==> config.mk <==
export PLATFORM = sky130hd
export DESIGN_NAME = vram_port_arbiter
export DESIGN_NICKNAME = d
export VERILOG_FILES = /design/src/rtl/vram_port_arbiter.sv
export SDC_FILE = /design/constraint.sdc
export NUM_CORES = 1
export LEC_CHECK = 0
export CAP_MARGIN = 20
export CORE_UTILIZATION = 39
export CTS_CLUSTER_DIAMETER = 200
export DETAILED_ROUTE_END_ITERATION = 8
export GPL_ROUTABILITY_DRIVEN = 0
export GPL_TIMING_DRIVEN = 0
export PLACE_DENSITY_LB_ADDON = 0.05
export SLEW_MARGIN = 20
export SYNTH_ARGS = -nofsm -noshare
export SYNTH_HDL_FRONTEND = slang
export SYNTH_SLANG_ARGS = --single-unit
==> constraint.sdc <==
create_clock -name clk_i -period 3.1 [get_ports clk_i]
set_input_delay 0.465 -clock clk_i [delete_from_list [all_inputs] [get_ports clk_i]]
set_output_delay 0.465 -clock clk_i [all_outputs]
set_load 0.02 [all_outputs]
==> src/rtl/vram_port_arbiter.sv <==
// Three-requester arbiter in front of a single-port VRAM with 1-cycle synchronous read.
// Display has priority with starvation relief; cell engine and brush share round-robin.
module vram_port_arbiter #(
    parameter int ACTIVE_COLUMNS = 640,
    parameter int ACTIVE_ROWS    = 480,
    parameter int ADDR_WIDTH     = $clog2(ACTIVE_COLUMNS * ACTIVE_ROWS),
    parameter int DATA_WIDTH     = 1,
    parameter int STARVE_LIMIT   = 16
) (
    input  logic                  clk_i,
    input  logic                  reset_ni,
    input  logic                  disp_req_i,
    input  logic [ADDR_WIDTH-1:0] disp_addr_i,
    input  logic                  cell_req_i,
    input  logic                  cell_we_i,
    input  logic [ADDR_WIDTH-1:0] cell_addr_i,
    input  logic [DATA_WIDTH-1:0] cell_wr_data_i,
    input  logic                  brush_req_i,
    input  logic [ADDR_WIDTH-1:0] brush_addr_i,
    input  logic [DATA_WIDTH-1:0] brush_wr_data_i,
    output logic                  disp_gnt_o,
    output logic                  cell_gnt_o,
    output logic                  brush_gnt_o,
    output logic                  disp_rd_valid_o,
    output logic                  cell_rd_valid_o,
    output logic [DATA_WIDTH-1:0] rd_data_o,
    output logic [ADDR_WIDTH-1:0] vram_addr_o,
    output logic                  vram_wr_en_o,
    output logic [DATA_WIDTH-1:0] vram_wr_data_o,
    input  logic [DATA_WIDTH-1:0] vram_rd_data_i
);

    localparam int unsigned     CELLS      = ACTIVE_COLUMNS * ACTIVE_ROWS;
    localparam int              SW         = $clog2(STARVE_LIMIT + 1);
    localparam logic [SW-1:0]   STARVE_MAX = SW'(STARVE_LIMIT);

    typedef enum logic [1:0] {SEL_NONE, SEL_DISP, SEL_CELL, SEL_BRUSH} sel_e;

    sel_e                  sel;
    logic                  others_req;
    logic                  starved;
    logic                  in_range;
    logic                  wr_raw;

    logic                  rr_q, rr_d;
    logic [SW-1:0]         starve_q, starve_d;
    logic [ADDR_WIDTH-1:0] addr_q, addr_d;
    logic                  disp_pend_q, disp_pend_d;
    logic                  cell_pend_q, cell_pend_d;
    logic                  oor_q, oor_d;

    // NOTE: every signal gets a default at the top of the block so no path can infer a latch.
    always_comb begin
        sel            = SEL_NONE;
        others_req     = cell_req_i | brush_req_i;
        starved        = (starve_q == STARVE_MAX) && others_req;
        vram_addr_o    = addr_q;
        vram_wr_data_o = '0;
        wr_raw         = 1'b0;

        // Grants are masked while reset is held so the port is quiet during reset.
        if (!reset_ni)                                     sel = SEL_NONE;
        else if (disp_req_i && !starved)                   sel = SEL_DISP;
        else if (cell_req_i && (!brush_req_i || !rr_q))    sel = SEL_CELL;
        else if (brush_req_i)                              sel = SEL_BRUSH;

        case (sel)
            SEL_DISP: vram_addr_o = disp_addr_i;
            SEL_CELL: begin
                vram_addr_o    = cell_addr_i;
                vram_wr_data_o = cell_wr_data_i;
                wr_raw         = cell_we_i;
            end
            SEL_BRUSH: begin
                vram_addr_o    = brush_addr_i;
                vram_wr_data_o = brush_wr_data_i;
                wr_raw         = 1'b1;
            end
            default: ;
        endcase

        in_range     = 32'(vram_addr_o) < CELLS;
        vram_wr_en_o = wr_raw && in_range;
        disp_gnt_o   = (sel == SEL_DISP);
        cell_gnt_o   = (sel == SEL_CELL);
        brush_gnt_o  = (sel == SEL_BRUSH);

        rr_d = rr_q;
        if (cell_req_i && brush_req_i && (cell_gnt_o || brush_gnt_o))
            rr_d = cell_gnt_o;

        starve_d = starve_q;
        if (cell_gnt_o || brush_gnt_o || !others_req)
            starve_d = '0;
        else if (disp_gnt_o && (starve_q != STARVE_MAX))
            starve_d = starve_q + SW'(1);

        addr_d      = vram_addr_o;
        disp_pend_d = disp_gnt_o;
        cell_pend_d = cell_gnt_o && !cell_we_i;
        oor_d       = !in_range;
    end

    // NOTE: state flops use non-blocking assignments and clear asynchronously on reset.
    always_ff @(posedge clk_i or negedge reset_ni) begin
        if (!reset_ni) begin
            rr_q        <= 1'b0;
            starve_q    <= '0;
            addr_q      <= '0;
            disp_pend_q <= 1'b0;
            cell_pend_q <= 1'b0;
            oor_q       <= 1'b0;
        end else begin
            rr_q        <= rr_d;
            starve_q    <= starve_d;
            addr_q      <= addr_d;
            disp_pend_q <= disp_pend_d;
            cell_pend_q <= cell_pend_d;
            oor_q       <= oor_d;
        end
    end

    assign disp_rd_valid_o = disp_pend_q;
    assign cell_rd_valid_o = cell_pend_q;
    assign rd_data_o       = ((disp_pend_q || cell_pend_q) && !oor_q) ? vram_rd_data_i : '0;

endmodule

# [Word-level counts from Yosys, hierarchy flattened]
# Cells that the tools add are included.
[classes] bitwise=1 reduce_logical=21 n_mux=10 order_cmp=1 addsub=1 eq_ne=5
[ops] cell="19-bit one-hot mux with 3 select lines" n=1
[ops] cell="19-bit less-than comparator, second input constant" n=1
[ops] cell="5-bit 2-to-1 mux" n=2
[ops] cell="1-bit logical AND" n=9
[ops] cell="2-bit 2-to-1 mux" n=4
[ops] cell="1-bit zero test" n=7
[ops] cell="5-bit by 1-bit adder with 5-bit output, second input constant" n=1
[ops] cell="5-bit == test, second input constant" n=1
[ops] cell="5-bit != test, second input constant" n=1
[ops] cell="2-bit == test, second input constant" n=2
[ops] cell="1-bit logical OR" n=4
[ops] cell="1-bit one-hot mux with 2 select lines" n=2
[ops] cell="2-bit by 1-bit == test with 1-bit output, second input constant" n=1
[ops] cell="2-bit nonzero test" n=1
[ops] cell="1-bit 2-to-1 mux" n=1
[ops] cell="1-bit bitwise OR" n=1
[totals] output_inout_bits=27 word_cells=45 register_bits=28 inputBits=66

# [Depth between registers and ports, before layout]
[logic_depth] ltp_word=10 depth_mapped=9 mapped_depth_nobuf=9

# [Least setup slack after synthesis]
# No wires, ideal clock.
[synth_path] path_type="input-to-output" from="in cell_req_i" to="out vram_addr_o[0]" stages=7 arrival_ps=2413 required_time_ps=2635 path_buffers=3 setup_slack_ps=222 path_cell_list="buf_6 or2_2 buf_2 a21oi_2 clkbuf_1 a222oi_1 o21ai_0"
[synth_via] elab_chain_cells=8 word_cells_on_any_way=12 classes_between="3 x eq/ne; 4 x mux; 1 x bitwise; 4 x reduce/logical"
[synth_lines] item="from (decl)" line="14" text="input logic cell_req_i,"
[synth_lines] item="1-bit bitwise OR" line="55" text="others_req = cell_req_i | brush_req_i;"
[synth_lines] item="1-bit logical AND" line="56" text="starved = (starve_q == STARVE_MAX) && others_req;"
[synth_lines] item="1-bit zero test" line="63" text="else if (disp_req_i && !starved) sel = SEL_DISP;"
[synth_lines] item="1-bit logical AND" line="63"
[synth_lines] item="2-bit 2-to-1 mux (*)" line="63"
[synth_lines] item="2-bit 2-to-1 mux (*)" line="62" text="if (!reset_ni) sel = SEL_NONE;"
[synth_lines] item="2-bit by 1-bit == test with 1-bit output (*)"
[synth_lines] item="named net disp_gnt_o" line="21" text="output logic disp_gnt_o,"
[synth_lines] item="19-bit one-hot mux with 3 select lines (*)" line="67" text="case (sel)"
[synth_lines] item="to (decl)" line="27" text="output logic [ADDR_WIDTH-1:0] vram_addr_o,"
# Mark *: on every way through the listed nets, which the timed path passes. The rest lies on a longest branch.

# [Worst setup path after layout]
[layout_path] from="reg starve_q[1]" to="out vram_wr_en_o"
[layout_via] elab_chain_cells=10 word_cells_on_any_way=13 classes_between="1 x order compare; 4 x eq/ne; 4 x mux; 4 x reduce/logical"
[layout_lines] item="from (decl)" line="46" text="logic [SW-1:0] starve_q, starve_d;"
[layout_lines] item="from (signal assigned)" line="115" text="starve_q <= starve_d;"
[layout_lines] item="5-bit == test (*)" line="56"
[layout_lines] item="1-bit logical AND (*)" line="56"
[layout_lines] item="1-bit zero test (*)" line="63"
[layout_lines] item="1-bit logical AND (*)" line="63"
[layout_lines] item="2-bit 2-to-1 mux (*)" line="63"
[layout_lines] item="2-bit 2-to-1 mux (*)" line="62"
[layout_lines] item="2-bit == test / 2-bit by 1-bit == test with 1-bit output (equally long branches)" line="67"
[layout_lines] item="19-bit one-hot mux with 3 select lines" line="67"
[layout_lines] item="19-bit less-than comparator" line="82" text="in_range = 32'(vram_addr_o) < CELLS;"
[layout_lines] item="1-bit logical AND (*)" line="83" text="vram_wr_en_o = wr_raw && in_range;"
[layout_lines] item="to (decl)" line="28" text="output logic vram_wr_en_o,"
# Mark *: on every way between the ends. The rest lies on a longest branch, timed or not.

==> impl_metrics.py <==
metrics = {
    "place": {
        "dp.cells": 326,
        "numPortBuffers": 90,
        "place.detailed.hpwl_um": 3900,
    },
    "grt": {
        "grt_pass1_vias": 1690,
        "grt.overflow.total": 0,
        "grt_max_degree": 31,
        "antenna_found_initial": 0,
        "wire_length_of_the_first_global_routing_pass_um": 7670,
        "globalRouteTotalUtil_pct": 22.2,
    },
    "clock_tree": {
        "cts.sink_count": 28,
        "worst_setup_hold_path_clk_slew_ps": 100,
        "insertion_delay_ps": 270,
        "cts.root.buffer_cell": "clkbuf_8",
        "cts_max_level": 1,
        "post_cts_hold_buffers": 0,
        "clockBufferDepth": 2,
        "cts_tree": "done",
        "tritoncts.num_buffers": 3,
    },
    "synth": {
        "synth_area_leaders": "dfrtp_1, a222oi_1, o21ai_0",
        "synth_cells": 186,
        "yosys.area.top_type_share_pct": 41.3,
        "syn_area_cell_sq_um": 9.11,
        "synth-seq-cells": 28,
        "synth_edf_count": 0,
        "synth-seq-area-share_pct": 41.3,
        "async_reset_ff_share_pct": 100,
        "synth_top_flop_cell": "dfrtp_1",
        "synth_warnings": 0,
        "synth_top_cell_by_area": "dfrtp_1",
        "synth.cell_area_sq_um": 1700,
        "synth_nets": 254,
        "post_synth_cell_types": 44,
    },
    "power": {
        "sw_frac_of_total_pct": 32.4,
        "max-vdd-ir-drop_v": 0.000217,
        "power.sequential.fraction_pct": 39.3,
        "combPwrFrac_pct": 39.9,
        "p_clk_share_pct": 20.8,
        "power-per-cell-area_nw_per_um2": 390,
        "power.switching_mw": 0.360,
        "internal_power_component_mw": 0.750,
        "power_leakage_nw": 1.20,
    },
    "timing": {
        "slew_headroom_pct": 76.7,
        "worst-slew-pin-transition_ps": 350,
        "timing.final.hold_violations": 0,
        "worst_hold_slack_ps": 38.9,
        "final.period_utilization_pct": 99.5,
        "finalSetupTns_ps": 0,
        "finalMaxSlewViolations": 0,
        "fin_skew_ps": 2.46,
        "setup_violations": 0,
        "grt_setup_unrepaired": "yes",
        "period_needed_ps": 3080,
        "achievable-frequency_mhz": 324,
    },
    "route": {
        "wirelength_um": 5220,
        "avgViaCountPerCell": 5.43,
        "ant_nets": 0,
        "drtPass1Iterations": 5,
        "post_detailed_route_wirelength_per_cell_um": 15.4,
        "initialDrtViolationCount": 125,
        "via_count": 1842,
        "final_routed_drc_violation_total": 0,
    },
    "floorplan": {
        "starting_density_of_the_core_pct": 41.5,
        "count_of_standard_cell_rows": 23,
        "core_sq_um": 4090,
        "num_io_pins": 93,
        "dieArea_sq_um": 4610,
        "chipHeight_um": 67.9,
        "die_x_um": 67.9,
    },
    "layout": {
        "finalNetCount": 358,
        "fillCellCount": 343,
        "post_route_cells_drive_above_1_share_pct": 19.7,
        "layout.core_utilization_pct": 69.6,
        "most-common-layout-cells": "clkdlybuf4s50_1, dfrtp_1, nand2_1, o21ai_0, nor2_1",
        "layout_commonest_cell": "clkdlybuf4s50_1",
        "finalNonFillerCells": 339,
        "insertedDiodeCount": 0,
        "flow.area_growth_from_synthesis_pct": 67.7,
    },
    "worst_setup_path": {
        "worst_r2r_startpoint": "starve_q[1]",
        "worstSetupPathType": "flop to output pin",
        "crit_path_capture_type": "output pin",
        "worstSetupStartpointType": "flop",
        "r2r.worst_path.cells": 9,
        "cpLargestDelayFamily": "compound AO/OA/AOI/OAI gates",
        "worstPathCellList": "inv_1 -> ha_2 -> and4bb_4 -> o2111ai_4 -> o221ai_2 -> o21ai_2 -> a21o_1 -> a211o_1 -> a221oi_2 -> buf_4",
        "data_required_time_of_the_worst_path_ps": 2630,
        "crit_path_max_fanout": 5,
        "crit_path_top_delay_cell": "dfrtp_1",
        "critPathMaxStageDelay_ps": 400,
        "timing.reg2reg.setup_slack_ps": 890,
        "reg2reg_to": "oor_q",
        "critPathArrivalTime_ps": 2620,
        "cp.buffers_inverters": 2,
    },
    "job": {
        "max_cap_viols": 0,
    },
    "run_status": {
        "status": "finished clean",
    },
    "worst_hold_path": {
        "min_path_type": "input pin to asynchronous set/reset pin",
    },
}
## worst max path at each step
stage                start  cells after the start             end  slack (ps)
6_report       starve_q[1]                     10    vram_wr_en_o          20
5_1_grt        starve_q[1]                     10    vram_wr_en_o         -80
4_1_cts        starve_q[1]                     10  vram_addr_o[0]           4
3_5_place_dp      reset_ni                      9  vram_addr_o[0]        -980
3_3_place_gp      reset_ni                      9  vram_addr_o[0]       -2020
2_1_floorplan   cell_req_i                      7  vram_addr_o[0]         220
## cell usage after synthesis (2+ instances only)
library cell and n:
o221ai_2 2, dfrtp_1 28, nand4_1 2, nand2_1 24, o21ai_2 2, buf_6 3
inv_1 12, nor2_1 16, clkbuf_1 5, a21oi_1 12, o32ai_1 3, and3_1 2
buf_2 2, a22oi_1 2, nand2b_1 4, o22ai_1 3, ha_1 2, xor2_1 4
o21ai_0 22, a222oi_1 12
## cells by family after synthesis
kind of cell | after synthesis | share of synthesized area (%)
and+or+nand+nor | 59 | 17.2
DFF | 28 | 41.3
xor gates and xnor gates | 4 | 2.07
AOI/OAI and AO/OA | 69 | 30.2
adders and majority gates | 2 | 1.48
buffers and inverters | 23 | 7.16
muxes | 1 | 0.590
## power by group through the flow
stage          Combinational [mW]  Sequential, mW  Clock [mW]
2_1_floorplan               0.219           0.442           0
3_3_place_gp                0.425           0.444           0
3_5_place_dp                0.428           0.445           0
4_1_cts                     0.436           0.436       0.236
5_1_grt                     0.477           0.441       0.256
6_report                    0.443           0.436       0.231
## metrics by stage
step	area, sq um	setup slack [ps]	power [mW]
detailed placement	2650	-977	0.873
global route	2840	-84.0	1.17
floorplan	1700	222	0.661
CTS	2820	4.00	1.11
finish	2840	15.5	1.11
global placement	2660	-2020	0.868
## registers in the layout, indices dropped and copies added (netlist names)
register	count
rr_q	1
cell_rd_valid_o	1
starve_q	5
disp_rd_valid_o	1
addr_q	19
oor_q	1
## layer usage
| layer | vias to the layer above | GRT usage (%) | part of all wire, % |
|---|---|---|---|
| met2 | 79 | 38.2 | 50 |
| met1 | 864 | 27.9 | 42 |
| met5 | - | 0 | 0 |
| li1 | 895 | - | - |
| met3 | 4 | 5.00 | 7.7 |
| met4 | 0 | 4.95 | 0.77 |
## worst reg2reg max path, cell delays in order (launching register included)
cell,delay [ps]
dfrtp_1,400
inv_1,70
ha_2,170
and4bb_4,290
o2111ai_4,170
o221ai_2,220
o21ai_2,90
a21o_1,190
a211o_1,350
and2_1,180
## layout make-up
class	count	area (sq um)	share of cell area [%]
inverters	12	45.0	1.58
flip-flops and latches	28	701	24.6
multi-input cells	135	921	32.4
plain buffers	10	85.1	2.99
clock buffers	4	55.1	1.94
repair buffers	100	975	34.3
well taps	50	62.6	2.20
## repair_timing
action,CTS,global route
endpoints found under the setup margin,23,15
gates resized for setup,61,12
pin swaps,3,7
gates cloned,0,0
setup buffers,7,3
No activity file was read; power rests on OpenSTA's default activity.
